$ cat src/rtl/uart_rx.sv
// uart_rx: 8N1 serial receiver with two-flop synchronizer, mid-bit sampling and framing-error detect
// Ports: clock, reset (sync, active-high), pin (async serial in, idle high),
//        data (last good byte), valid / framing_error (one-cycle pulses), busy (not IDLE)
module uart_rx #(
  parameter int clocks_per_bit = 4
) (
  input  logic       clock,
  input  logic       reset,
  input  logic       pin,
  output logic [7:0] data,
  output logic       valid,
  output logic       framing_error,
  output logic       busy
);
  localparam int CW = $clog2(clocks_per_bit) + 1;
  localparam logic [CW-1:0] HALF = CW'(clocks_per_bit / 2);
  localparam logic [CW-1:0] LAST = CW'(clocks_per_bit - 1);
  typedef enum logic [2:0] {IDLE, START, DATA, STOP, WAIT_HIGH} state_t;
  state_t state, state_n;
  logic sync1, line;
  logic [CW-1:0] cnt, cnt_n;
  logic [2:0] idx, idx_n;
  logic [7:0] shift, shift_n, data_n;
  logic valid_n, fe_n;
  always_ff @(posedge clock) begin
    if (reset) begin
      sync1 <= 1'b1;
      line <= 1'b1;
      state <= IDLE;
      cnt <= '0;
      idx <= '0;
      shift <= '0;
      data <= '0;
      valid <= 1'b0;
      framing_error <= 1'b0;
    end else begin
      sync1 <= pin;
      line <= sync1;
      state <= state_n;
      cnt <= cnt_n;
      idx <= idx_n;
      shift <= shift_n;
      data <= data_n;
      valid <= valid_n;
      framing_error <= fe_n;
    end
  end
  // The START check at HALF re-samples the start bit near its middle; every
  // later sample is a full bit period on, so data and stop land mid-bit too.
  always_comb begin
    state_n = state;
    cnt_n = cnt + 1'b1;
    idx_n = idx;
    shift_n = shift;
    data_n = data;
    valid_n = 1'b0;
    fe_n = 1'b0;
    case (state)
      IDLE: begin
        cnt_n = '0;
        state_n = line ? IDLE : START;
      end
      START: if (cnt == HALF) begin
        cnt_n = '0;
        idx_n = '0;
        state_n = line ? IDLE : DATA;
      end
      DATA: if (cnt == LAST) begin
        cnt_n = '0;
        shift_n[idx] = line;
        idx_n = idx + 1'b1;
        state_n = (idx == 3'd7) ? STOP : DATA;
      end
      STOP: if (cnt == LAST) begin
        cnt_n = '0;
        data_n = line ? shift : data;
        valid_n = line;
        fe_n = !line;
        state_n = line ? IDLE : WAIT_HIGH;
      end
      WAIT_HIGH: begin
        cnt_n = '0;
        state_n = line ? IDLE : WAIT_HIGH;
      end
      default: state_n = IDLE;
    endcase
  end
  assign busy = (state != IDLE);
endmodule

$ cat config.mk
export PLATFORM = sky130hd
export DESIGN_NAME = uart_rx
export DESIGN_NICKNAME = d
export VERILOG_FILES = /design/src/rtl/uart_rx.sv
export SDC_FILE = /design/constraint.sdc
export NUM_CORES = 1
export LEC_CHECK = 0
export CAP_MARGIN = 20
export CELL_PAD_IN_SITES_DETAIL_PLACEMENT = 1
export CELL_PAD_IN_SITES_GLOBAL_PLACEMENT = 1
export CORE_ASPECT_RATIO = 1.75
export CORE_MARGIN = 3
export CORE_UTILIZATION = 25
export DETAILED_ROUTE_END_ITERATION = 6
export HOLD_SLACK_MARGIN = 0.05
export PLACE_DENSITY = 0.59
export SYNTH_ARGS = -nofsm -noshare
export SYNTH_HDL_FRONTEND = slang
export SYNTH_SLANG_ARGS = --single-unit
$ cat constraint.sdc
create_clock -name clock -period 2.7 [get_ports clock]
set_clock_uncertainty 0.05 [all_clocks]
set_input_delay 0.54 -clock clock [delete_from_list [all_inputs] [get_ports clock]]
set_output_delay 0.54 -clock clock [all_outputs]
set_load 0.01 [all_outputs]
==> results.md, run 1 <==
* Seq/Total Area, Yosys at 44.5%
* Cell area after placement at 0.00147 sq mm
* Slew headroom at between 50% and 60%
* Synth Area in Simple Gates at a little over a quarter
* Tcrit/Tclk final at 82.0%
* GRT overflow at 0
* Arrival @ worst endpoint at 1620 ps
* Max-slew violations at 0
* ANT cells at 0
* Die Y-Extent at 102 um
* Die Footprint at 0.00615 sq mm
* Syn-to-layout area delta at 21.3%
* CP max stage cell: dfxtp_1
* Crit-path cells: or3_1 -> clkdlybuf4s50_1
* TritonCTS Buffers at 5
* DRT Pass-1 Iters at 4
* Hold WC Path Type: register to register
* Worst skew pair latency at 280 ps
* LEAKAGE at 0.594 nW
* Vias/cell at 4.92
* CP startpoint kind: register
* Hold Path Origin: sync1
* Core Box Area at 0.00502 sq mm
* Mux cell area share after synthesis at 10.7%
* # IOs at 14
* Net count, final at around 170
* I/O Buffers at 13
* Worst setup path class: register to output pin
* Most common library cells after synthesis: 29 x dfxtp_1, 23 x nor2_1, 14 x mux2i_1, 8 x nand2_1
* Share of layout cells above drive strength 1 at between 6 and 7%
* Number of global-route vias before repair at 1088
* Global Route Usage Sum at a little over a tenth
* R2R cell count at 5
* Synth Warn # at 0
* Adder and majority gate portion of the synthesized area at under 10%
* Synthesized Nets at ~160
* Final setup TNS at 0 ps
* Max-cap violations at 0
* Largest net degree at the start of global routing at 18
* Netlist cell types at 29
* Cell Area, Synth at 0.00130 sq mm
* Min-Delay Path Depth at 1
* Outcome: finished clean
* Clock Sinks at 29
* Asr flop ratio synth at 0%
* CTS H-tree depth at 2
* Post-route ant nets at 0
* Worst slew pin tran at about 640 ps
* Wirelength, routed at 2.95 mm
* Filler cells at 600
* Worst Path Required at 2110 ps
* Row count at 34
* Synth Area in XOR/XNOR at 0%
* CP endpoint kind: output pin
* Synth Register Bits at 29
* DRC viols at 0
* CTS Hold Bufs at 0
* Max clock buf depth at 2
* EDFF count, synth at 0
* Most frequent cell after synthesis: dfxtp_1
* R2R Path Start: cnt[0]
* Postcts setup bufs at 0
* Hold Vio Cnt, Final at 0
* Minimum clock period at 2210 ps
* Hold slack at 366 ps
* Maximum VDD drop at slightly below 300 uV
* F_max at about 450 MHz
* R2R Path End: data[7]
* Design area at 0.00158 sq mm
* Largest fanout on the critical path at 17
* Global-route wire length before repair at 4.97 mm
* Yosys top cell by area: dfxtp_1
* PD cells at 587 mW/mm^2
* Clock root cell: clkbuf_8
* Placer congestion estimate at 0.722
* Unrepaired setup endpoints after global routing: no
* Via count at 1043
* DIE WIDTH at 60.6 um
* Top cells by area, synth: dfxtp_1 45%, mux2i_1 11%, ha_1 6.7%, nor2_1 6.6%, nand2b_1 2.9%
* Slowest cell delay on critical path at 640 ps
* Largest family of logic cells by synthesized area: simple AND/OR/NAND/NOR gates
* Routed WL per cell at between 10 and 15 um
* Final setup viols at 0
* Initial antenna violation count at 0
* Yosys top cell area share at 44.5%
* DPL Wire Length at 2.19 mm
* Post-CTS sizing at 0
* Final core utilization at between 30% and 40%
* CTS tree: done
* Compound-Gate Fraction of Synth Area at 7.77%
* Setup slack, reg-to-reg at 730 ps
* Predominant post-synthesis flop cell: dfxtp_1
* Hold Path End: line
* Avg Inst Size Synth at 8.93 sq um
* Initial Utilization at around 26%
* Iter 0 DRT Violations at 12
* Cells after synthesis at roughly 150
* Reg clk slew, reported paths at 60 ps
[worst max-delay path: cells and delay by family, from the launching register on]
| kind | cells | cell delay [ps] |
|---|---|---|
| flip-flops | 1 | 640 |
| AND/OR/NAND/NOR | 1 | 180 |
| buffers and inverters | 1 | 530 |
[worst max path at each step]
stage          startpoint        to  slack (ps)  cells after the start
6_report         state[1]      busy         490                      2
5_1_grt          state[1]      busy         410                      2
4_1_cts          state[1]      busy         460                      2
3_5_place_dp       cnt[0]   data[7]         650                      5
3_3_place_gp        reset    idx[1]         680                      4
2_1_floorplan    state[1]  shift[0]        1120                      6
[per-layer routing]
metal	wire, um	up-vias	GRT usage (%)
met1	1100	504	10.9
met3	77	6	2.42
met5	0	-	0
li1	-	520	-
met4	76	0	6.84
met2	1700	13	19.6
[registers in the layout, indices dropped and copies added (netlist names)]
name,flops
data,8
shift,8
cnt,3
idx,3
state,3
framing_error,1
line,1
sync1,1
valid,1
[where the power goes]
| part | total, W | internal, W | switching [W] |
|---|---|---|---|
| Combinational | 0.0000289 | 0.0000136 | 0.0000153 |
| Sequential | 0.000439 | 0.000431 | 0.00000714 |
| Clock | 0.000461 | 0.000300 | 0.000161 |
| Total | 0.000928 | 0.000745 | 0.000183 |
[layout by cell type (no fill, tap or decap), types with 2 or more instances in the layout]
| master | count |
|---|---|
| nand4bb_1 | 2 |
| inv_1 | 3 |
| or3_1 | 2 |
| clkdlybuf4s50_1 | 13 |
| o21ai_0 | 5 |
| mux2i_1 | 14 |
| nand3b_1 | 2 |
| a211oi_1 | 2 |
| clkbuf_8 | 6 |
| a31oi_1 | 2 |
| nand2b_1 | 6 |
| nor4_1 | 5 |
| ha_1 | 7 |
| nand3_1 | 3 |
| nor2b_1 | 3 |
| or2_2 | 2 |
| nor3_1 | 4 |
| nand2_1 | 8 |
| a21oi_1 | 7 |
| dfxtp_1 | 29 |
| nor2_1 | 23 |
[final cells by class]
cell class                 count  area (sq um)  share of cell area, %
multi-input combinational    104           668                   42.2
sequential                    29           581                   36.7
tap                           54          67.6                   4.27
inverter                       3          11.3                  0.712
clock inverter                 1          30.0                   1.90
timing repair buffer          14           138                   8.70
clock buffer                   7          86.3                   5.46
[metrics by stage]
step | power (W) | cells | setup slack [ps]
finish | 0.000928 | 212 | 485
floorplan | 0.000465 | 146 | 1120
global placement | 0.000476 | 204 | 680
detailed placement | 0.000477 | 204 | 652
global route | 0.000966 | 212 | 409
CTS | 0.000946 | 212 | 456
[cells by family after synthesis]
kind of cell / Yosys count
buffers and inverters: 13
DFF: 29
and+or+nand+nor: 65
adders and majority gates: 7
muxes: 14
AOI/OAI and AO/OA: 18
(Power assumes the default switching activity.)
==> inputs of run 2 (changes only) <==
- PLACE_DENSITY: 0.59 -> 0.61
- clock period: 2.7 -> 1.97 ns (I/O delays scaled with it)
==> run 2 against run 1 <==
  * First-iteration DRC count rose by 75%
  * Hold slack worse by 8.0 ps
  * Clock-buffer cell count unchanged
  * Global-route usage is 0.19 points higher
  * Power up 37%
  * Die area is the same
  * Clock power grew 37%
  * Register-to-register slack got worse by 550 ps
  * Final area grew 2.1%
  * Setup slack worse by 310 ps
  * Via count up 3.4%
  * Largest cell class unchanged
  * Largest power group unchanged
  * Highest routed layer unchanged
==> results.md, run 2 (synthesis gave the netlist of run 1 again) <==
* Unrepaired setup endpoints after global routing: no (unchanged)
* Die Y-Extent at 102 um (unchanged)
* Outcome: finished clean (unchanged)
* Syn-to-layout area delta at 23.8% (was 21.3%)
* Global-route wire length before repair at 5.28 mm (was 4.97 mm)
* Largest fanout on the critical path at 7 (was 17)
* Core Box Area at 0.00502 sq mm (unchanged)
* Reg clk slew, reported paths at 60 ps (about the same)
* LEAKAGE at 0.626 nW (was 0.594 nW)
* DRC viols at 0 (unchanged)
* DIE WIDTH at 60.6 um (unchanged)
* Iter 0 DRT Violations at 21 (was 12)
* Worst slew pin tran at 471 ps (was 644 ps)
* CP startpoint kind: register (unchanged)
* Most frequent cells in the layout: 27 x dfxtp_1, 23 x nor2_1, 14 x mux2i_1 (was 29 x dfxtp_1, 23 x nor2_1, 14 x mux2i_1)
* Tcrit/Tclk final at between 90% and 100%
* Placer congestion estimate at 0.703 (was 0.722)
* Die Footprint at 0.00615 sq mm (unchanged)
* Initial Utilization at 26.0% (unchanged)
* Max-cap violations at 0 (unchanged)
* ANT cells at 0 (unchanged)
* Largest net degree at the start of global routing at 31 (was 18)
* PD cells at 790 mW/mm^2 (was 587 mW/mm^2)
* Filler cells at 596 (was 600)
* DPL Wire Length at 2.23 mm (was 2.19 mm)
* Setup slack, reg-to-reg at 180 ps (was 730 ps)
* Routed WL per cell at 14.1 um (was 13.9 um)
* Via count at 1078 (was 1043)
* Net count, final at 169 (was 167)
* Max-slew violations at 0 (unchanged)
* Maximum VDD drop at 456 uV (was 298 uV)
* F_max at 558 MHz
* Number of global-route vias before repair at 1144 (was 1088)
* Minimum clock period at around 1800 ps
* Hold WC Path Type: register to register (unchanged)
* Post-route ant nets at 0 (unchanged)
* Multi-input logic area at 668 sq um (unchanged)
* Slew headroom at 68.5% (was 57.0%)
* R2R Path End: shift[0] (was data[7])
* Vias/cell at 5.04 (was 4.92)
* Arrival @ worst endpoint at 1910 ps (was 1620 ps)
* Clock Sinks at 29 (unchanged)
* R2R cell count at 4 (was 5)
* CTS Hold Bufs at 0 (unchanged)
* Wirelength, routed at 3.01 mm (was 2.95 mm)
* Register area at 583 sq um (was 581 sq um)
* Share of layout cells above drive strength 1 at 8.75% (was 6.33%)
* # IOs at 14 (unchanged)
* Initial antenna violation count at 0 (unchanged)
* Worst Path Required at 2090 ps (was 2110 ps)
* I/O Buffers at 13 (unchanged)
* Cell area after placement at 0.00149 sq mm (was 0.00147 sq mm)
* Final setup TNS at 0 ps (unchanged)
* Worst Setup EP: shift[0] (was busy)
* Worst skew pair latency at 270 ps (was 280 ps)
* CTS H-tree depth at 2 (unchanged)
* Design area at 0.00161 sq mm (was 0.00158 sq mm)
* Worst Setup SP: state[1] (unchanged)
* Clock root cell: clkbuf_8 (unchanged)
* Row count at 34 (unchanged)
* Regs by FF count: data x8, shift x8 (unchanged)
* CTS tree: done (unchanged)
* Hold Vio Cnt, Final at 0 (unchanged)
* Max clock buf depth at 2 (unchanged)
* GRT overflow at 0 (unchanged)
* Commonest non-fill, non-tap cell in the layout: dfxtp_1 (unchanged)
* TritonCTS Buffers at 5 (unchanged)
* Global Route Usage Sum at 11.2% (was 11.0%)
* DRT Pass-1 Iters at 4 (unchanged)
* R2R Path Start: state[1] (was cnt[0])
* Worst setup path class: register to register (was register to output pin)
* CP endpoint kind: register (was output pin)
* Final setup viols at 0 (unchanged)
run 2: worst max-delay path, cell delays in order (launching register included):
cell,delay [ps]
dfxtp_1,450
or3b_1,490
nor4_1,420
mux2i_1,230
nor2_1,50
run 2: repair_timing:
action / in CTS / in global routing
gates cloned: 0 / 0
setup endpoints to repair: 1 / 1
buffers inserted: 0 / 0
gates resized for setup: 2 / 1
run 2: power by group:
part | switching (W) | internal, W
clock network | 0.000221 | 0.000412
logic | 0.0000215 | 0.0000212
registers | 0.00000871 | 0.000591
total | 0.000251 | 0.00102
run 2: worst min path at each step:
stage,from,end,slack (ps),depth (start not counted)
3_5_place_dp,sync1,line,340,1
5_1_grt,sync1,line,370,1
3_3_place_gp,sync1,line,350,1
6_report,sync1,line,360,1
2_1_floorplan,sync1,line,340,1
4_1_cts,sync1,line,360,1
run 2: area by class of cell:
cell class,instances,share of cell area [%]
multi-input cells,104,41.4
clock buffers,7,5.35
flip-flops and latches,29,36.1
well taps,54,4.19
inverters,3,0.698
clock inverters,1,1.86
repair buffers,16,10.4
run 2: metal layers:
metal / global-route usage, % / vias to the layer above / part of all wire, %
li1: - / 527 / -
met1: 11.8 / 532 / 39
met2: 20.4 / 15 / 57
met3: 2.93 / 4 / 2.6
met4: 4.01 / 0 / 1.1
met5: 0 / - / 0
run 2: through the flow:
step / total power (W) / std cells / hold slack, ps / setup slack, ps / utilization (%)
6_report: 0.00128 / 214 / 358 / 177 / 32.2
5_1_grt: 0.00133 / 214 / 371 / 14.7 / 32.2
4_1_cts: 0.00130 / 214 / 360 / 5.53 / 32.1
3_5_place_dp: 0.000657 / 206 / 345 / 186 / 29.7
3_3_place_gp: 0.000656 / 206 / 346 / 174 / 29.7
2_1_floorplan: 0.000638 / 146 / 339 / 385 / -
==> inputs of run 3 (changes only) <==
- SKIP_LAST_GASP: default -> 1
==> results of run 3 <==
Same layout as run 2: the final DEF is identical, and so are final timing and power.
